## config.mk

```make
export PLATFORM = sky130hd
export DESIGN_NAME = quad_row_sequencer
export DESIGN_NICKNAME = d
export VERILOG_FILES = /design/src/rtl/quad_row_sequencer.sv
export SDC_FILE = /design/constraint.sdc
export NUM_CORES = 1
export LEC_CHECK = 0
export ABC_AREA = 1
export CAP_MARGIN = 20
export CORE_MARGIN = 2
export CORE_UTILIZATION = 50
export CTS_BUF_LIST = sky130_fd_sc_hd__clkbuf_4 sky130_fd_sc_hd__clkbuf_8
export DETAILED_ROUTE_END_ITERATION = 10
export DONT_BUFFER_PORTS = 1
export PLACE_DENSITY = 0.71
export SYNTH_ARGS = -nofsm -noshare
export SYNTH_HDL_FRONTEND = slang
export SYNTH_SLANG_ARGS = --single-unit
```

## constraint.sdc

```tcl
create_clock -name Clk -period 5.3 [get_ports Clk]
set_clock_uncertainty 0.05 [all_clocks]
set_input_delay 0.53 -clock Clk [delete_from_list [all_inputs] [get_ports Clk]]
set_output_delay 0.53 -clock Clk [all_outputs]
set_load 0.01 [all_outputs]
```

## src/rtl/quad_row_sequencer.sv

```systemverilog
// Quad row sequencer: walks a quad's Y extent and emits CHUNK-wide masked write beats.
// Optional QUAD_SEQ_SKIP_EMPTY_EN: all-zero chunks are consumed without a beat.
module quad_row_sequencer #(
   parameter int WARP_WIDTH = 240,
   parameter int CHUNK      = 16,
   parameter int SCREEN_H   = 480,
   parameter int COLOR_W    = 12
) (
   input  logic                   Clk,
   input  logic                   Reset,
   input  logic                   quad_valid,
   output logic                   quad_ready,
   input  logic [3:0][1:0][9:0]   quad_vertices,
   input  logic [COLOR_W-1:0]     quad_color,
   output logic [3:0][1:0][9:0]   rast_vertices,
   output logic [9:0]             rast_drawY,
   input  logic [WARP_WIDTH-1:0]  rast_isInside,
   output logic                   wr_valid,
   input  logic                   wr_ready,
   output logic [9:0]             wr_y,
   output logic [9:0]             wr_x,
   output logic [CHUNK-1:0]       wr_mask,
   output logic [COLOR_W-1:0]     wr_color,
   output logic                   busy,
   output logic                   done
);

   localparam int NCHUNK = WARP_WIDTH / CHUNK;
   localparam int KW     = (NCHUNK > 1) ? $clog2(NCHUNK) : 1;
   localparam logic [9:0]    YLAST = 10'(SCREEN_H - 1);
   localparam logic [KW-1:0] KLAST = KW'(NCHUNK - 1);

   localparam logic [1:0] S_IDLE   = 2'd0;
   localparam logic [1:0] S_SAMPLE = 2'd1;
   localparam logic [1:0] S_EMIT   = 2'd2;
   localparam logic [1:0] S_DONE   = 2'd3;

   logic [1:0]            state_q, state_d;
   logic [3:0][1:0][9:0]  vert_q, vert_d;
   logic [COLOR_W-1:0]    color_q, color_d;
   logic [9:0]            y_q, y_d;
   logic [9:0]            ymax_q, ymax_d;
   logic [WARP_WIDTH-1:0] mask_q, mask_d;
   logic [KW-1:0]         k_q, k_d;

   logic [9:0]       in_ymin;
   logic [9:0]       in_ymax;
   logic [CHUNK-1:0] chunk;
   logic             skip;
   logic             advance;

   always_comb begin
      in_ymin = quad_vertices[0][1];
      in_ymax = quad_vertices[0][1];
      for (int i = 1; i < 4; i++) begin
         if (quad_vertices[i][1] < in_ymin) in_ymin = quad_vertices[i][1];
         if (quad_vertices[i][1] > in_ymax) in_ymax = quad_vertices[i][1];
      end
   end

   assign chunk = mask_q[k_q*CHUNK +: CHUNK];

`ifdef QUAD_SEQ_SKIP_EMPTY_EN
   assign skip = (chunk == '0);
`else
   assign skip = 1'b0;
`endif

   assign wr_valid = (state_q == S_EMIT) && !skip;
   assign advance  = (state_q == S_EMIT) && (skip || wr_ready);

   always_comb begin
      state_d = state_q;
      vert_d  = vert_q;
      color_d = color_q;
      y_d     = y_q;
      ymax_d  = ymax_q;
      mask_d  = mask_q;
      k_d     = k_q;
      unique case (state_q)
         S_IDLE: begin
            if (quad_valid) begin
               vert_d  = quad_vertices;
               color_d = quad_color;
               y_d     = in_ymin;
               ymax_d  = (in_ymax > YLAST) ? YLAST : in_ymax;
               state_d = (in_ymin > YLAST) ? S_DONE : S_SAMPLE;
            end
         end
         S_SAMPLE: begin
            mask_d  = rast_isInside;
            k_d     = '0;
            state_d = S_EMIT;
         end
         S_EMIT: begin
            if (advance) begin
               if (k_q == KLAST) begin
                  if (y_q == ymax_q) begin
                     state_d = S_DONE;
                  end else begin
                     y_d     = y_q + 10'd1;
                     state_d = S_SAMPLE;
                  end
               end else begin
                  k_d = k_q + KW'(1);
               end
            end
         end
         S_DONE: begin
            state_d = S_IDLE;
         end
         default: state_d = S_IDLE;
      endcase
   end

   always_ff @(posedge Clk) begin
      if (Reset) begin
         state_q <= S_IDLE;
         vert_q  <= '0;
         color_q <= '0;
         y_q     <= '0;
         ymax_q  <= '0;
         mask_q  <= '0;
         k_q     <= '0;
      end else begin
         state_q <= state_d;
         vert_q  <= vert_d;
         color_q <= color_d;
         y_q     <= y_d;
         ymax_q  <= ymax_d;
         mask_q  <= mask_d;
         k_q     <= k_d;
      end
   end

   assign quad_ready    = (state_q == S_IDLE);
   assign busy          = (state_q != S_IDLE);
   assign done          = (state_q == S_DONE);
   assign rast_vertices = vert_q;
   assign rast_drawY    = y_q;
   assign wr_y          = y_q;
   assign wr_x          = 10'(k_q * CHUNK);
   assign wr_mask       = chunk;
   assign wr_color      = color_q;

endmodule

```

==> impl_results.md <==
* Max Clk Rate at 0.217 GHz
* Later-pin clock latency in the skew report at 630 ps
* Max transition margin at 28.8%
* Via count at 18000
* Crit path required time at 5780 ps
* Routed WL at 61800 µm
* YS warnings at 0
* Cts bufs inserted at just under 60
* GRT Total Usage at between 30% and 40%
* Avg WL per Cell at 20.0 µm
* Clock tree buffer depth at 3
* Die area at 34900 µm²
* Core box area at between 30000 and 40000 µm²
* Hold_buf cts at 298
* Max rail drop VDD at 0.354 mV
* Height of the die at 187 µm
* Yosys cell types at 46
* Gate Count Post-Synth at 2386
* Largest net degree at the start of global routing at 230
* Final slew viol count at 0
* Crit path kind: in -> reg
* Final #Nets at 2970
* Placement Rows at 66
* Post-DP HPWL at 37600 µm
* Initial antenna violation count at 13
* Most Frequent Cell on Critical Path: nand2_1
* Pwr Total at approximately 0.010 W
* Flops & latches, synth at roughly 360
* RSZ-0062 raised after global routing: false
* Fin Setup TNS at 0 ps
* Crit-path leading delay family: simple AND/OR/NAND/NOR gates
* Final min period at 4620 ps
* DRC at 0
* Vias/cell at just under 6
* Post-synth top area cell: dfxtp_1
* H-Tree Depth at 2
* Synth Area in Simple Gates at 25.6%
* Inst Count DP at 2667
* Outcome: finished clean
* Global route overflow at 0
* Critical path fanouts, max at 16
* Share of layout cells above drive strength 1 at 6.57%
* Mapped Area at 16700 µm²
* Post-CTS Repair Setup Buffers at 0
* Setup WS post-layout at 682 ps
* Synth top area cells: dfxtp_1 43%, nor2_1 16%, o21ai_0 13%
* Final period util at around 87%
* Vias in the first global route at 17300
* Reg clk slew, reported paths at ~70 ps
* Detailed Route Iter0 Violations at 1770
* Synth Area in Compound Gates at 20.9%
* Synth Flop Type: dfxtp_1
* Setup WS pre-CTS at between 30 and 40 ps
* DIE WIDTH at 187 µm
* Critical Path Source Type: input port
* Filler Cells Inserted at ~2600
* Critical Path Max Stage Delay at 310 ps
* Largest family of logic cells by synthesized area: simple AND/OR/NAND/NOR gates
* Top-area cell type share of the netlist area at 42.9%
* CTS resizes at 0
* Antenna viol nets, final at 0
* First-pass GRT wire length at 95900 µm
* Leakage at 9.15 nW
* Initial Util at slightly above 50%
* Final setup vio count at 0
* Layout Utilization at 64.7%
* Mux cell area share after synthesis at 0%
* P per Cell Area at 486 nW/µm²
* Number of synthesized flops with an enable pin at 0
* Post-synthesis xor/xnor area fraction at 0.262%
* Crit-path slowest cell: ha_1
* Boundary Pins at 478
* Async set-reset flop share out of synthesis at 0%
* Port bufs at 0
* Hold Path Class: in -> reg
* P&R area growth vs syn at 26.7%
* Final Hold Viols at 0
* Layout Cells excl Fill at between 3000 and 4000
* TritonCTS Sinks at ~360
* Crit end category: flip-flop
* Slew @ Worst Pin at about 1100 ps
* Sequential share of the synthesized area at 42.9%
* Avg Cell Area, Syn at 7.00 µm²
* CTS root buf: clkbuf_8
* Post-Synth Adder-Cell Area at 3.67%
* Pre-antenna DRT Iters at 8
* Bufs and invs on worst path at 7
* Worst Path Arrival at 5100 ps
* MaxCap Viol Count at 0
* CTS tree: done
* Gp weighted congestion at 0.909
==> placed cells by master, fill, tap and decap left out, types with 17 or more instances in the layout <==
| master | synthesis | routed |
|---|---|---|
| clkbuf_8 | 0 | 75 |
| o2111ai_1 | 31 | 31 |
| nand3_1 | 92 | 92 |
| buf_4 | 16 | 19 |
| dlygate4sd3_1 | 0 | 298 |
| nor2_1 | 723 | 720 |
| o211ai_1 | 32 | 32 |
| dfxtp_1 | 358 | 356 |
| nand2_1 | 209 | 209 |
| inv_1 | 84 | 83 |
| o21ai_0 | 447 | 447 |
| diode_2 | 0 | 17 |
| a21oi_1 | 67 | 67 |
| ha_1 | 49 | 49 |
==> state kept, by name (all words and copies together), names as in the netlist <==
register,cells
rast_drawY,10
rast_vertices,80
wr_color,12
k_q,4
ymax_q,10
state_q,2
mask_q,240
==> stage by stage <==
stage          instance area (µm²)  hold WS (ps)
2_1_floorplan                16700           397
3_3_place_gp                 16700           411
3_5_place_dp                 16700           424
4_1_cts                      21100         0.759
5_1_grt                      21200          14.6
6_report                     21200          15.0
==> synthesized netlist by cell type (all sizes together) (5+ instances only) <==
master / n
clkinv: 5
nor2: 726
dfxtp: 358
nand3: 96
a21oi: 71
nand4: 7
buf: 30
o211ai: 32
nor3: 8
a2bb2oi: 11
clkbuf: 155
ha: 49
o21ai: 464
nand2: 223
o2111ai: 31
inv: 87
==> final timing paths <==
| check | startpoint | slack, ps | end | cells past startpoint |
|---|---|---|---|---|
| worst max-delay path | quad_vertices[15] | 680 | ymax_q[1] | 40 |
| worst min-delay path | quad_vertices[45] | 10 | rast_vertices[45] | 2 |
| worst max register to register | k_q[2] | 1780 | rast_drawY[8] | 10 |
| worst min register to register | ymax_q[5] | 440 | ymax_q[5] | 2 |
==> layout make-up <==
| class | count | area, µm² | area share (%) |
|---|---|---|---|
| Clock inverter | 21 | 285 | 1.35 |
| Sequential cell | 358 | 7170 | 33.9 |
| Inverter | 92 | 360 | 1.70 |
| Antenna cell | 17 | 42.5 | 0.201 |
| Multi-Input combinational cell | 1756 | 8460 | 39.9 |
| Clock buffer | 88 | 1130 | 5.34 |
| Tap cell | 442 | 553 | 2.61 |
| Timing Repair Buffer | 319 | 3170 | 15.0 |
==> per-layer routing <==
layer / GRT usage [%] / vias to the layer above / share of wire (%)
li1: - / 8310 / -
met5: 0 / - / 0
met2: 53.4 / 1174 / 45
met1: 42.8 / 8248 / 39
met4: 18.7 / 0 / 5.7
met3: 8.29 / 245 / 10
==> kinds of logic (layout without fill, tap and decap cells) <==
kind of cell / count (synthesis) / after routing
other: 1 / 23
xor gates and xnor gates: 5 / 5
adders and majority gates: 49 / 49
buffers and inverters: 277 / 520
DFF: 358 / 358
AOI/OAI and AO/OA: 631 / 631
and+or+nand+nor: 1065 / 1065
==> power by group <==
part           internal (W)  leakage (nW)  switching [W]
registers           0.00350          2.95       0.000694
clock network       0.00167         0.749        0.00120
logic               0.00104          5.45        0.00218
total               0.00621          9.15        0.00408
No activity file was read; power rests on OpenSTA's default activity.
==> edit: new RTL, same settings <==
Set the parameter `COLOR_W` to 24 (it was 12).
--- a/src/rtl/quad_row_sequencer.sv
+++ b/src/rtl/quad_row_sequencer.sv
@@ -4,7 +4,7 @@
    parameter int WARP_WIDTH = 240,
    parameter int CHUNK      = 16,
    parameter int SCREEN_H   = 480,
-   parameter int COLOR_W    = 12
+   parameter int COLOR_W    = 24
 ) (
    input  logic                   Clk,
    input  logic                   Reset,
Ports: changed (resized quad_color and wr_color); port bits go from 478 to 502. No check against the original RTL was run, so the function may have changed too.
==> edit against the unedited design <==
Total power is 0.24% higher; first-iteration DRC count is 14% lower; non-clock buffer count is 44 higher; routed wire length is 8.5% higher; synthesized cell count is 1.8% higher; clock power is 8.7% lower; area after synthesis is 2.5% higher; design area is 3.4% higher; sequential cell count is 12 higher; sequential share of layout area hardly changed; setup slack worse by 340 ps; maximum frequency is 6.9% lower; critical endpoint is now ymax_q[3]; largest power group unchanged.
==> edit: results (changes against the unedited design) <==
Finish:
- The final-layout non-clock buffer area share is 16.4% (was 15.0%).
- The clock buffer and inverter area fraction after layout is 5.78% (was 6.68%).
- The clock buffer instance count of the final layout is 98 (was 88).
- The storage element area was 7410 um2 (was 7170 um2).
- The proportion of layout cells with a drive suffix above 1 came to 7.29% (was 6.57%).
- The count of non-CTS inverters in the layout came to 88 (was 92).
- The footprint of the multi-input gates is 8700 um2 (was 8460 um2).
- The total number of multi-input combinational cells is 1789 (was 1756).
- The layout buffer count excluding clock buffers is 363 (was 319).
- The net count of the finished layout was 3070 (was 2970).
- The number of inserted filler cells in the final layout is 2792 (was 2627).
- The final antenna diode count is 10 (was 17).

Pwr:
- The reported leakage power is 9.40 nW (was 9.15 nW).
- The largest voltage drop on the vdd net came to 0.000380 V (was 0.000354 V).

Critical path:
- The minimum setup slack among reg-to-reg paths was 2260 ps (was 1780 ps).
- The delay of the slowest critical-path stage is 550 ps (was 310 ps).
- The top fanout value on the critical path is 14 (was 16).
- The worst setup path endpoint is ymax_q[3] (was ymax_q[1]).
- The data arrival time of the critical path is 5470 ps (was 5100 ps).
- The launch point of the worst reg-to-reg path is k_q[0] (was k_q[2]).
- The critical path's top delay family was simple AND/OR/NAND/NOR gates (unchanged).

Route:
- The total length of routed met2 wires was 30800 um (was 27700 um).
- The wire length the detailed router placed on met1 was 25400 um (was 24400 um).
- The initial DRC count was 1527 (was 1770).
- The total met3 wirelength after detailed routing was 6160 um (was 6270 um).
- The detailed-router iteration count before antenna repair is 6 (was 8).
- The highest metal layer with signal wires is met5 (was met4).
- The via count of the routed design came to 18.5k (was 18.0k).
- The routed length per instance is 21.1 um (was 20.0 um).

STA:
- The actual slew at the worst max-slew pin is 1220 ps (was 1070 ps).
- The period utilization is 93.6% (was 87.1%).

Clock tree:
- The insertion delay of the later-clocked pin in the worst-skew pair came to 660 ps (was 630 ps).
- The TritonCTS buffer count is 61 (was 58).
- The sink count of the clock tree was 370 (was 358).
- The H-tree depth is 2 (unchanged).

Global routing:
- The met3 track demand over resource is 8.19% (was 8.29%).
- The global-route met2 utilization is 59.4% (was 53.4%).
- The wire length of the first global-routing pass came to 102000 um (was 95900 um).
- The number of antenna violations at the first check in global routing was 8 (was 13).
- The largest net degree at the start of global routing is 217 (was 230).
- The total routing resource utilization after global routing is 36.3% (was 33.9%).
- The met1 layer usage reported by global route is 43.0% (was 42.8%).

Place:
- The final HPWL from detailed placement is 42100 um (was 37600 um).
- The minimum setup slack after placement is 191 ps (was 37.2 ps).
- The routability congestion estimate from global placement is 0.925 (was 0.909).

Synth:
- Ranking of synthesized cells by area: dfxtp_1, nor2_1, o21ai_0 (unchanged).
- The number of distinct library cell variants in the gate-level netlist after synthesis is 46 (unchanged).
- The sequential fraction of the synthesis area is 43.2% (was 42.9%).
- Leading post-synthesis cells by instance count: nor2_1, o21ai_0, dfxtp_1, nand2_1, clkbuf_1 (unchanged).

Hold path:
- The worst min-delay path startpoint is rast_isInside[186] (was quad_vertices[45]).

Status:
- Outcome: completed (unchanged).
==> edit: cell count changes after synthesis, moves of 6 or more <==
cell / delta
nand3_1: +6
inv_1: -7
dfxtp_1: +12
nor2_1: +22
a21oi_1: -7
clkbuf_1: +8
o21ai_0: +10
==> edit: power by group <==
group | leakage, nW | internal (W) | switching (W) | total (W)
combinational | 5.67 | 0.00109 | 0.00222 | 0.00332
clock | 0.676 | 0.00144 | 0.00119 | 0.00262
sequential | 3.05 | 0.00361 | 0.000761 | 0.00437
total | 9.40 | 0.00614 | 0.00417 | 0.0103
==> edit: logic make-up after synthesis <==
kind of cell | Yosys count | share of synthesized area, %
adder cells (fa/ha/maj) | 49 | 3.58
other | 1 | 0.0219
buffers and inverters | 275 | 6.54
AO/OA/AOI/OAI | 635 | 20.6
AND/OR/NAND/NOR | 1092 | 25.7
XOR/XNOR | 7 | 0.358
flip-flops | 370 | 43.2
==> edit: through the flow <==
stage               cells  area, um2  TNS, ps
floorplan            2434      17100        0
global placement     2720      17100        0
detailed placement   2720      17100        0
CTS                  3160      21700        0
global route         3172      21900    -61.3
finish               3175      21900        0
==> edit: worst min-delay path by stage <==
stage / to / slack [ps] / depth (start not counted)
floorplan: ymax_q[9] / 390 / 2
global placement: ymax_q[9] / 390 / 2
detailed placement: ymax_q[9] / 400 / 2
CTS: rast_vertices[16] / 2 / 2
global route: mask_q[146] / 20 / 2
finish: mask_q[186] / 40 / 2
==> edit: what timing repair did <==
action / in CTS / in global routing
resized for setup: 0 / 18
hold buffers: 333 / 0
endpoints found under the setup margin: 0 / 13
setup buffers: 0 / 4
hold endpoints to repair: 349 / 0
